`src/rtl/mem_sweep_sequencer.sv`:
```
// mem_sweep_sequencer
// Request generator for memory_block. On start it optionally writes an
// address-derived pattern over [start_addr, end_addr), then reads the same
// range back one access per clock. It checks the returned data, measures
// misses from the block's cumulative miss counter and produces a Q0.16 miss
// rate with a 17-step serial restoring divider.
module mem_sweep_sequencer #(
   parameter int                  ADDRESS_LEN  = 15,
   parameter int                  WORD_LEN     = 32,
   parameter int                  READ_LATENCY = 1,   // legal range 1..4
   parameter logic [WORD_LEN-1:0] DATA_SEED    = 32'hA5A5_0000
) (
   input  logic                   clk,
   input  logic                   rst,
   input  logic                   start,
   input  logic [ADDRESS_LEN-1:0] start_addr,
   input  logic [ADDRESS_LEN-1:0] end_addr,
   input  logic                   write_pass,
   output logic [ADDRESS_LEN-1:0] mem_address,
   output logic                   mem_write,
   output logic                   mem_read,
   output logic [WORD_LEN-1:0]    mem_data_in,
   input  logic [WORD_LEN-1:0]    mem_data_out,
   input  logic [ADDRESS_LEN-1:0] miss_counter,
   output logic                   busy,
   output logic                   done,
   output logic [ADDRESS_LEN-1:0] access_count,
   output logic [ADDRESS_LEN-1:0] miss_count,
   output logic [ADDRESS_LEN-1:0] hit_count,
   output logic [ADDRESS_LEN-1:0] mismatch_count,
   output logic [15:0]            miss_rate
);

   // Divider datapath is wide enough for (count << 16) plus one guard bit.
   localparam int                     DIV_W      = ADDRESS_LEN + 17;
   localparam logic [2:0]             DRAIN_LAST = 3'(READ_LATENCY);
   localparam logic [4:0]             DIV_LAST   = 5'd16;
   localparam logic [ADDRESS_LEN-1:0] A_ONE      = ADDRESS_LEN'(1);

   typedef enum logic [2:0] {
      S_IDLE,
      S_WSWEEP,
      S_RSWEEP,
      S_DRAIN,
      S_DIV,
      S_DONE
   } state_t;

   state_t state_q, state_d;

   // Latched run parameters and sweep address.
   logic [ADDRESS_LEN-1:0] start_q;
   logic [ADDRESS_LEN-1:0] end_q;
   logic                   wp_q;
   logic [ADDRESS_LEN-1:0] addr_q;

   // Expected-address pipeline: one stage per cycle of read latency.
   logic                   pipe_vld  [READ_LATENCY];
   logic [ADDRESS_LEN-1:0] pipe_addr [READ_LATENCY];

   // Result registers.
   logic [ADDRESS_LEN-1:0] base_q;
   logic [ADDRESS_LEN-1:0] access_q;
   logic [ADDRESS_LEN-1:0] miss_q;
   logic [ADDRESS_LEN-1:0] hit_q;
   logic [ADDRESS_LEN-1:0] mismatch_q;
   logic [15:0]            rate_q;

   // Drain and divider control.
   logic [2:0]             drain_cnt_q;
   logic [4:0]             div_cnt_q;
   logic [DIV_W-1:0]       div_rem_q;
   logic [DIV_W-1:0]       div_dsr_q;
   logic [15:0]            div_quo_q;
   logic                   div_sat_q;

   // Combinational helpers.
   logic                   at_last;
   logic                   range_ok;
   logic [ADDRESS_LEN-1:0] miss_now;
   logic                   div_bit;
   logic [15:0]            div_quo_nxt;
   logic                   rd_bad;

   // Write data and expected read data for address a.
   function automatic logic [WORD_LEN-1:0] pattern(input logic [ADDRESS_LEN-1:0] a);
      return WORD_LEN'(a) ^ DATA_SEED;
   endfunction

   assign at_last     = (addr_q == end_q - A_ONE);
   assign range_ok    = (end_addr > start_addr);
   // Modular subtraction absorbs a wrap of the block's miss counter.
   assign miss_now    = miss_counter - base_q;
   assign div_bit     = (div_rem_q >= div_dsr_q);
   assign div_quo_nxt = {div_quo_q[14:0], div_bit};
   assign rd_bad      = pipe_vld[READ_LATENCY-1] &&
                        (mem_data_out != pattern(pipe_addr[READ_LATENCY-1]));

   // State register.
   always_ff @(posedge clk) begin
      // NOTE: flops are written with <= so every register samples the
      // pre-edge value of the others, independent of block ordering.
      if (rst) state_q <= S_IDLE;
      else     state_q <= state_d;
   end

   // Next-state decode and the memory-side/status outputs.
   always_comb begin
      // NOTE: every signal assigned here gets a default first, so no branch
      // can leave one unassigned and infer a latch.
      state_d     = state_q;
      mem_write   = 1'b0;
      mem_read    = 1'b0;
      mem_address = addr_q;
      mem_data_in = '0;
      busy        = 1'b1;
      done        = 1'b0;
      unique case (state_q)
         S_IDLE: begin
            busy = 1'b0;
            if (start) begin
               if (!range_ok)       state_d = S_DONE;
               else if (write_pass) state_d = S_WSWEEP;
               else                 state_d = S_RSWEEP;
            end
         end
         S_WSWEEP: begin
            mem_write   = 1'b1;
            mem_data_in = pattern(addr_q);
            if (at_last) state_d = S_RSWEEP;
         end
         S_RSWEEP: begin
            mem_read = 1'b1;
            if (at_last) state_d = S_DRAIN;
         end
         S_DRAIN: begin
            if (drain_cnt_q == DRAIN_LAST) state_d = S_DIV;
         end
         S_DIV: begin
            if (div_cnt_q == DIV_LAST) state_d = S_DONE;
         end
         S_DONE: begin
            done    = 1'b1;
            state_d = S_IDLE;
         end
         default: state_d = S_IDLE;
      endcase
   end

   // Sweep addressing, read checking, result counters and the divider.
   always_ff @(posedge clk) begin
      if (rst) begin
         start_q     <= '0;
         end_q       <= '0;
         wp_q        <= 1'b0;
         addr_q      <= '0;
         base_q      <= '0;
         access_q    <= '0;
         miss_q      <= '0;
         hit_q       <= '0;
         mismatch_q  <= '0;
         rate_q      <= '0;
         drain_cnt_q <= '0;
         div_cnt_q   <= '0;
         div_rem_q   <= '0;
         div_dsr_q   <= '0;
         div_quo_q   <= '0;
         div_sat_q   <= 1'b0;
         // NOTE: the expected-address pipeline is a handful of flops rather
         // than a RAM, so it is reset too; reads in flight at an abort must
         // never be compared against the next run.
         for (int i = 0; i < READ_LATENCY; i++) begin
            pipe_vld[i]  <= 1'b0;
            pipe_addr[i] <= '0;
         end
      end else begin
         pipe_vld[0]  <= (state_q == S_RSWEEP);
         pipe_addr[0] <= addr_q;
         for (int i = 1; i < READ_LATENCY; i++) begin
            pipe_vld[i]  <= pipe_vld[i-1];
            pipe_addr[i] <= pipe_addr[i-1];
         end

         // Data checking only means something after a write sweep.
         if (wp_q && rd_bad) mismatch_q <= mismatch_q + A_ONE;

         unique case (state_q)
            S_IDLE: begin
               if (start) begin
                  start_q    <= start_addr;
                  end_q      <= end_addr;
                  wp_q       <= write_pass;
                  access_q   <= '0;
                  miss_q     <= '0;
                  hit_q      <= '0;
                  mismatch_q <= '0;
                  rate_q     <= '0;
                  if (range_ok) begin
                     addr_q <= start_addr;
                     if (!write_pass) base_q <= miss_counter;
                  end
               end
            end
            S_WSWEEP: begin
               if (at_last) begin
                  addr_q <= start_q;
                  base_q <= miss_counter;
               end else begin
                  addr_q <= addr_q + A_ONE;
               end
            end
            S_RSWEEP: begin
               access_q    <= access_q + A_ONE;
               drain_cnt_q <= '0;
               if (!at_last) addr_q <= addr_q + A_ONE;
            end
            S_DRAIN: begin
               drain_cnt_q <= drain_cnt_q + 3'd1;
               if (drain_cnt_q == DRAIN_LAST) begin
                  miss_q    <= miss_now;
                  hit_q     <= access_q - miss_now;
                  div_rem_q <= {1'b0, miss_now, 16'h0000};
                  div_dsr_q <= {1'b0, access_q, 16'h0000};
                  div_quo_q <= '0;
                  div_cnt_q <= '0;
                  // A quotient of 2^17 or more cannot be resolved by 17
                  // steps; flag it up front.
                  div_sat_q <= ({1'b0, miss_now} >= {access_q, 1'b0});
               end
            end
            S_DIV: begin
               if (div_bit) div_rem_q <= div_rem_q - div_dsr_q;
               div_dsr_q <= div_dsr_q >> 1;
               div_quo_q <= div_quo_nxt;
               div_cnt_q <= div_cnt_q + 5'd1;
               // On the last step div_quo_q[15] holds quotient bit 16.
               if (div_cnt_q == DIV_LAST)
                  rate_q <= (div_sat_q || div_quo_q[15]) ? 16'hFFFF : div_quo_nxt;
            end
            default: ;
         endcase
      end
   end

   assign access_count   = access_q;
   assign miss_count     = miss_q;
   assign hit_count      = hit_q;
   assign mismatch_count = mismatch_q;
   assign miss_rate      = rate_q;

endmodule

```
`config.mk`:
```
export PLATFORM = sky130hd
export DESIGN_NAME = mem_sweep_sequencer
export DESIGN_NICKNAME = d
export VERILOG_FILES = /design/src/rtl/mem_sweep_sequencer.sv
export SDC_FILE = /design/constraint.sdc
export NUM_CORES = 1
export LEC_CHECK = 0
export CORE_UTILIZATION = 35
export CTS_CLUSTER_SIZE = 14
export DETAILED_ROUTE_END_ITERATION = 12
export PLACE_DENSITY = 0.67
export SLEW_MARGIN = 20
export SYNTH_ARGS = -nofsm -noshare
export SYNTH_HDL_FRONTEND = slang
export SYNTH_SLANG_ARGS = --single-unit
export TNS_END_PERCENT = 10
```
`constraint.sdc`:
```
create_clock -name clk -period 5.6 [get_ports clk]
set_clock_uncertainty 0.1 [all_clocks]
set_input_delay 1.68 -clock clk [delete_from_list [all_inputs] [get_ports clk]]
set_output_delay 1.68 -clock clk [all_outputs]
set_load 0.005 [all_outputs]
```
== Word level (Yosys, flattened, before mapping) ==
Memory sizes are Yosys's and may differ from the RTL's.
Cells that the tools add are included.
Word-level totals
  RAM bits: 16
  output and inout port bits: 127
  memories kept: 2
  flip-flop bits (word level): 229
Cells by class
  multiplexer cells: 53
  reduce and logical (&&, ||, !) cells: 23
  add/sub/neg operators: 9
  magnitude comparators: 3
  eq/ne operators: 18
Memory list
  pipe_addr: depth 1, bits a word 15, read ports 1, clocked after Yosys merged registers in 0, wr ports 1, line 59  | logic [ADDRESS_LEN-1:0] pipe_addr [READ_LATENCY];
  pipe_vld: depth 1, bits a word 1, read ports 1, clocked after Yosys merged registers in 0, wr ports 1, line 58  | logic pipe_vld [READ_LATENCY];
Operators by type and width (number)
  $mux W15: 15
  $mux W32: 4
  $pmux W32 S2: 2
  $pmux W15 S2: 4
  $mux W16: 4
  $pmux W16 S2: 2
  $add A15 B1 Y15 const B: 3
  $pmux W15 S3: 1
  $ge A32 B32 Y1: 1
  $ne A32 B32 Y1: 1
  $sub A32 B32 Y32: 1
  $sub A15 B15 Y15: 2
  $mux W3: 6
  $ne A2 B2 Y1 const B: 9
  $ge A15 B16 Y1: 1
  $eq A15 B15 Y1: 1
  $gt A15 B15 Y1: 1
  $pmux W3 S5: 1
  $reduce_or A15 Y1: 1
  $sub A15 B1 Y15 const B: 1
  $reduce_bool A2 Y1: 6
  $mux W1: 10
  $pmux W5 S2: 1
  $reduce_and A5 Y1: 2
  17 further kinds: 26

== Logic depth before layout (Yosys ltp) ==
Gate-level depths: netlist of the first run.
An unclocked memory read counts as a cell.
  word-level depth: 7
  depth in mapped cells: 20
  mapped depth without buffers: 20

== Worst setup path after synthesis of the first run ==
Ideal clock, no wire load.
  path type: input-to-reg
  from: input miss_counter[0]
  to: register hit_q[14], in the netlist hit_count[14]
  stages on the path: 20
  slack: -0.319 ns
  setup time: 0.126 ns
  arrival time: 5.693 ns
  data required time: 5.374 ns
  path buffers: 0
  cells stage by stage: inv_1 > ha_1 > fa_1 > nor2b_1 > o21ai_0 > nand3_1 > and2_1 > inv_1 > ha_1 > o21a_1 > o31a_1 > or2_2 > maj3_1 > maj3_1 > a21o_1 > maj3_2 > maj3_2 > a311o_1 > nand3b_1 > o211ai_1
On the way
  cells in the longest elaborated chain, start to end: 4
RTL lines
  from (decl): line 24  | input logic [ADDRESS_LEN-1:0] miss_counter,
  $sub A15 B15 Y15: line 93  | assign miss_now = miss_counter - base_q;
  $sub A15 B15 Y15: line 221  | hit_q <= access_q - miss_now;
  $mux W15: line 219  | if (drain_cnt_q == DRAIN_LAST) begin
  $pmux W15 S2: line 187  | unique case (state_q)
  to (signal assigned): line 221
  to (decl): line 65  | logic [ADDRESS_LEN-1:0] hit_q;
Every way passes these cells. The select of a mux whose other input is x is not followed.
A chain may end at the register's enable or synchronous reset.

== Final worst setup path of the first run ==
Same ends and word-level chain as after synthesis.

==> flow_metrics.tcl, run 1 <==
set metrics [dict create \
    critical_path_required_ps 5950 \
    cpMostUsedCell "maj3_2" \
    yosys-top-cells-area "dfxtp_1, ha_1, a21oi_1, nor2_1, nand2_1" \
    start_util_pct 35.9 \
    leakagePower_nw 7.19 \
    dp_hpwl_um 29800 \
    die_y_um 205 \
    relSlewSlack_pct 39.3 \
    tns_ps 0 \
    overflow 0 \
    hp-start "hit_count[13]$_SDFFE_PP0P_" \
    clk_latency_ps 570 \
    fp.dieArea_um2 41900 \
    first_pass_iters 5 \
    grt_pass1_wl_um 66300 \
    status "finished clean" \
    whs_endpoint "hit_count[13]$_SDFFE_PP0P_" \
    tightest_slew_ps 909 \
    area_growth_pct 25.7 \
    cts_made_buffers 28 \
    worst_setup_path_end_kind "flop" \
    drc_errors 0 \
    synth_edf_count 0 \
    synth_area_leader_cell "dfxtp_1" \
    rr_startpoint "div_rem_q[0]$_SDFFE_PP0P_" \
    reg2reg_slack_ps 1180 \
    finalWeightedCongestion 0.890 \
    final.min_clock_period_ps 5400 \
    cts_tree "yes" \
    syn_area_um2 14400 \
    cp_max_fo 4 \
    avgSynthCellArea_um2 7.81 \
    fin_ws_ps 197 \
    nets 2189 \
    stdcell_count 2563 \
    rsz0062_at_grt "no" \
    cap_violations 0 \
    ys_seq_area_share_pct 34.0 \
    cts.sinks 244 \
    ioPinCount 208 \
    post-place-ws_ps -733 \
    pwr_density_cell_nw_per_um2 430 \
    slew_violations 0 \
    hold_viol 0 \
    post-route-period-util_pct 96.5 \
    wl_per_cell_um 16.4 \
    antenna_found_initial 0 \
    grt_usage_pct 19.4 \
    yosysWarnings 0 \
    path_buf_inv 3 \
    synthCells 1842 \
    fp.dieW_um 205 \
    slowest_stage "fa_2" \
    cts.path.max_buffers 3 \
    portBuffers 198 \
    async_flop_share_pct 0 \
    cts_max_level 1 \
    via_count 13700 \
    ant_nets 0 \
    finalSetupViolCount 0 \
    drive_gt1_share_pct 7.61 \
    fmax_ghz 0.185 \
    slowest_delay_ps 430 \
    drt-initial-drc-count 949 \
    ys_top_cells_by_count "dfxtp_1, nor2_1, a21oi_1" \
    cts_hold_buf 0 \
    wl_um 42000 \
    synthDominantCellAreaShare_pct 34.0 \
    yosysMostFrequentCell "dfxtp_1" \
    clockRootBuffer "clkbuf_16" \
    worst_hold_path_type "reg -> reg" \
    crit_chain "clkdlybuf4s15_1, inv_1, ha_2, fa_2, nor2b_4, o21ai_1, nand3_1, and2_4, inv_2, ha_4, o21a_1, o31a_1, or2_2, maj3_2, maj3_2, a21o_1, maj3_2, maj3_2, a311o_1, nand3b_1, o211ai_1" \
    core_um2 40100 \
    synth.distinct_cells 83 \
    dp_cells 2510 \
    grt_max_degree 74 \
    clk_pin_slew_ps 60 \
    peakVddDrop_v 0.000307 \
    worstSetupPathType "in -> reg" \
    worstPathArrival_ps 5750 \
    path_delay_family "adder cells" \
    synth_seq_cells 244 \
    rr_worst_depth 16 \
    r2r-end "div_rem_q[4]$_SDFFE_PP0P_" \
    hold_path_depth 2 \
    start_kind "primary input" \
    viasPerCell 5.33 \
    rows 73 \
    synth_flop_cell "dfxtp_1" \
    antennaDiodeCount 0 \
    grt_pass1_vias 12800 \
]
==> stage by stage <==
stage / utilization, % / power (mW) / hold WS (ps) / cell area (um2)
5_1_grt: 45.1 / 8.31 / 372 / 18100
3_5_place_dp: 42.5 / 5.81 / 344 / 17000
3_3_place_gp: 42.5 / 5.75 / 338 / 17000
6_report: 45.1 / 7.78 / 353 / 18100
2_1_floorplan: - / 4.79 / 332 / 14500
4_1_cts: 45.0 / 7.80 / 355 / 18000
==> flip-flops by register name, summed over array words and instances (netlist names) <==
register / cells
access_count: 15
base_q: 15
div_cnt_q: 5
div_dsr_q: 31
div_quo_q: 16
div_rem_q: 32
div_sat_q: 1
drain_cnt_q: 3
end_q: 15
hit_count: 15
mem_address: 15
mismatch_count: 15
miss_count: 15
miss_rate: 16
pipe_addr: 15
pipe_vld: 1
start_q: 15
state_q: 3
wp_q: 1
==> cells in the final DEF, fill, tap and decap left out, types with 18 or more instances in the layout <==
cell type / count
nand2_1: 174
nor3_1: 47
buf_4: 62
o21ai_0: 60
nand4_1: 18
o21a_1: 19
nand3_1: 81
clkbuf_16: 28
inv_1: 118
nor2_1: 193
a211oi_1: 26
nor3b_1: 18
and3_1: 33
clkdlybuf4s50_1: 195
ha_1: 84
a22oi_1: 23
dfxtp_1: 244
a21o_1: 30
a21oi_1: 185
xor2_1: 36
xnor2_1: 57
nor2b_1: 23
mux2i_1: 28
==> power by group <==
group	switching [mW]	internal (mW)	total, mW
combinational	2.04	1.53	3.57
clock	0.762	1.20	1.96
sequential	0.293	1.96	2.25
total	3.09	4.69	7.78
==> worst max-delay path by stage <==
stage / start / endpoint / slack [ps] / depth (start not counted)
floorplan: miss_counter[0] / hit_count[14]$_SDFFE_PP0P_ / 8 / 20
global placement: miss_counter[0] / hit_count[14]$_SDFFE_PP0P_ / -640 / 21
detailed placement: miss_counter[0] / hit_count[12]$_SDFFE_PP0P_ / -730 / 21
CTS: miss_counter[2] / hit_count[14]$_SDFFE_PP0P_ / 70 / 18
global route: miss_counter[0] / hit_count[14]$_SDFFE_PP0P_ / 40 / 21
finish: miss_counter[0] / hit_count[14]$_SDFFE_PP0P_ / 200 / 21
==> worst min-delay path, delay by kind of cell (launching register included) <==
kind            cells  cell delay [ps]
compound gates      1               50
flops               1              310
simple gates        1               50
==> area by class of cell <==
class / count / area, um2
Clock buffer: 41 / 820
Clock inverter: 11 / 169
Fill cell: 3887 / 22000
Inverter: 119 / 447
Multi-Input combinational cell: 1363 / 8650
Sequential cell: 244 / 4880
Tap cell: 525 / 657
Timing Repair Buffer: 260 / 2450
==> routing by layer <==
layer | up-vias | track usage, % | wire length (um)
met1 | 6414 | 24.6 | 18400
li1 | 6777 | - | -
met2 | 395 | 33.6 | 19900
met3 | 78 | 2.93 | 2590
met5 | - | 0 | 0
met4 | 0 | 5.78 | 1120
==> logic make-up after synthesis <==
family	synth area share (%)
buffers and inverters	6.89
adders and majority gates	8.67
AOI/OAI and AO/OA	20.3
DFF	34.0
other	0.0261
and+or+nand+nor	22.4
muxes	2.03
xor gates and xnor gates	5.73
==> what timing repair did <==
item	in CTS	in global routing
pin swaps	5	5
setup endpoints to repair	2	3
setup buffers	1	0
resized for setup	5	6
Power figures use the tool's default switching activity.
==> run 2, diff against run 1 <==
CORE_ASPECT_RATIO = 1.1   (was unset)
CORE_MARGIN = 1.5   (was unset)
SETUP_SLACK_MARGIN = 0.5   (was unset)
==> run 2 against run 1 <==
  * Clock power is 5% lower
  * Sequential cell count stayed put
  * Core utilization is 0.47 points lower
  * Cell area is 0.38% lower
  * Die area is 0.98% higher
  * Combinational power hardly changed
  * Critical endpoint unchanged
  * First-iteration DRC count is 17% lower
  * Power is 1.1% lower
  * Non-clock buffer count is 3 lower
  * Critical path depth stayed put
==> flow_metrics.tcl, run 2 (synthesis results as in run 1) <==
set metrics [dict create \
    grt_pass1_wl_um 67300 \
    fillCellCount 3938 \
    final.min_clock_period_ps 5180 \
    regMostFlops "div_rem_q" \
    comb_power_share_pct 46.5 \
    via_count 13600 \
    drive_gt1_share_pct 7.82 \
    cp_max_fo 4 \
    finalSetupViolCount 0 \
    worst_hold_path_type "reg -> reg" \
    cpMostUsedCell "maj3_2" \
    peakVddDrop_v 0.000298 \
    holdWs_ps 352 \
    slew_violations 0 \
    p_clk_share_pct 24.2 \
    cts_hold_buf 0 \
    cts.sinks 244 \
    cts.path.max_buffers 3 \
    worstPathArrival_ps 5510 \
    drt-initial-drc-count 789 \
    fin_ws_ps 418 \
    intPower_mw 4.59 \
    fp.dieW_um 196 \
    grt_max_degree 99 \
    rows 77 \
    nets 2185 \
    worstSetupPathType "in -> reg" \
    wl_um 42000 \
    critical_path_required_ps 5930 \
    portBuffers 198 \
    cap_violations 0 \
    path_delay_family "adder cells" \
    sequentialPowerShare_pct 29.3 \
    wl_per_cell_um 16.5 \
    pwr_density_cell_nw_per_um2 427 \
    post-place-ws_ps -637 \
    largestRegisters "div_rem_q (32), div_dsr_q (31)" \
    antenna_found_initial 0 \
    clk_latency_ps 550 \
    register_area_um2 4880 \
    crit_chain "buf_6, inv_2, ha_4, fa_2, nor2b_4, o21ai_2, nand3_1, and2_4, inv_2, ha_4, o21a_1, o31a_1, or2_4, maj3_2, maj3_2, a21o_1, maj3_2, maj3_2, a311o_1, nand3b_1, o211ai_1" \
    grt_pass1_vias 13100 \
    finalWeightedCongestion 0.916 \
    p_sw_share_pct 40.4 \
    reg2reg_slack_ps 1280 \
    overflow 0 \
    rsz0062_at_grt "yes" \
    ioPinCount 208 \
    status "finished clean" \
    post-route-period-util_pct 92.5 \
    p_sw_mw 3.11 \
    leakagePower_nw 7.13 \
    clockRootBuffer "clkbuf_16" \
    first_pass_iters 5 \
    area_growth_pct 25.2 \
    fmax_ghz 0.193 \
    worst_setup_path_end_kind "flop" \
    viasPerCell 5.35 \
    cts_made_buffers 27 \
    dp_hpwl_um 29800 \
    relSlewSlack_pct 28.3 \
    start_kind "primary input" \
    tightest_slew_ps 1080 \
    multi_input_area_um2 8690 \
    die_y_um 216 \
    ant_nets 0 \
    fp.dieArea_um2 42300 \
    cts_tree "yes" \
    drc_errors 0 \
    clk_pin_slew_ps 60 \
    final_cell_mix "dfxtp_1, nor2_1, clkdlybuf4s50_1, a21oi_1, nand2_1" \
    path_buf_inv 3 \
    slowest_delay_ps 430 \
    cts_max_level 1 \
    antennaDiodeCount 0 \
    core_um2 40400 \
    hold_viol 0 \
    slowest_stage "fa_2" \
    largest_reg_flops 32 \
    layout_commonest_cell "dfxtp_1" \
    grt_usage_pct 19.3 \
    start_util_pct 35.6 \
]
## run 2: changes by cell type in the layout (fill, tap and decap cells not counted), sizes merged
cell           delta
clkbuf           -10
clkinvlp          +4
clkdlybuf4s50     -3
clkinv            +3
dlygate4sd2       +2
buf               -1
clkdlybuf4s15     -1
## run 2: worst reg2reg max path: cells and delay by family, from the launching register on
kind                       cells  cell delay [ps]
DFF                            1              310
AOI/OAI and AO/OA              9             2470
adders and majority gates      2              560
and+or+nand+nor                1              330
buffers and inverters          3              460
## run 2: layout make-up
cell class	instances	share of cell area, %
multi-input combinational	1363	48.3
sequential	244	27.1
timing repair buffer	257	13.5
clock buffer	31	3.95
tap	513	3.56
inverter	119	2.48
clock inverter	18	1.17
## run 2: path summary, 6_finish.rpt
kind	from	to	depth (start not counted)
setup reg to reg	div_rem_q[0]$_SDFFE_PP0P_	div_rem_q[25]$_SDFFE_PP0P_	15
hold / removal	div_dsr_q[16]$_SDFFE_PP0P_	div_dsr_q[15]$_SDFFE_PP0P_	2
setup / recovery	miss_counter[0]	hit_count[14]$_SDFFE_PP0P_	21
hold reg to reg	div_dsr_q[16]$_SDFFE_PP0P_	div_dsr_q[15]$_SDFFE_PP0P_	2
## run 2: power groups by stage
stage          Combinational (mW)  Sequential [mW]  Clock, mW
2_1_floorplan                2.65             2.14          0
3_3_place_gp                 3.48             2.28          0
3_5_place_dp                 3.53             2.29          0
4_1_cts                      3.57             2.25       1.91
5_1_grt                      3.97             2.28       1.97
6_report                     3.58             2.25       1.86
## run 2: per-layer routing
layer	track usage [%]	routed length, um	share of wire (%)
met5	0	0	0
met4	6.46	1090	2.6
met3	2.69	2520	6.0
met2	34.6	20400	49
met1	23.7	18000	43
## run 2: metrics by stage
stage | utilization (%) | area, um2 | total power [mW] | instances | TNS [ps]
6_report | 44.6 | 18000 | 7.69 | 2545 | 0
5_1_grt | 44.6 | 18000 | 8.22 | 2545 | 0
4_1_cts | 44.6 | 18000 | 7.73 | 2544 | 0
3_5_place_dp | 42.1 | 17000 | 5.82 | 2495 | -2250
3_3_place_gp | 42.1 | 17000 | 5.76 | 2495 | -1790
2_1_floorplan | - | 14500 | 4.79 | 1850 | 0
## run 2: what timing repair did
item	in CTS	in global routing
pin swaps	13	6
setup buffers	0	1
resized for setup	24	2
setup endpoints to repair	6	4
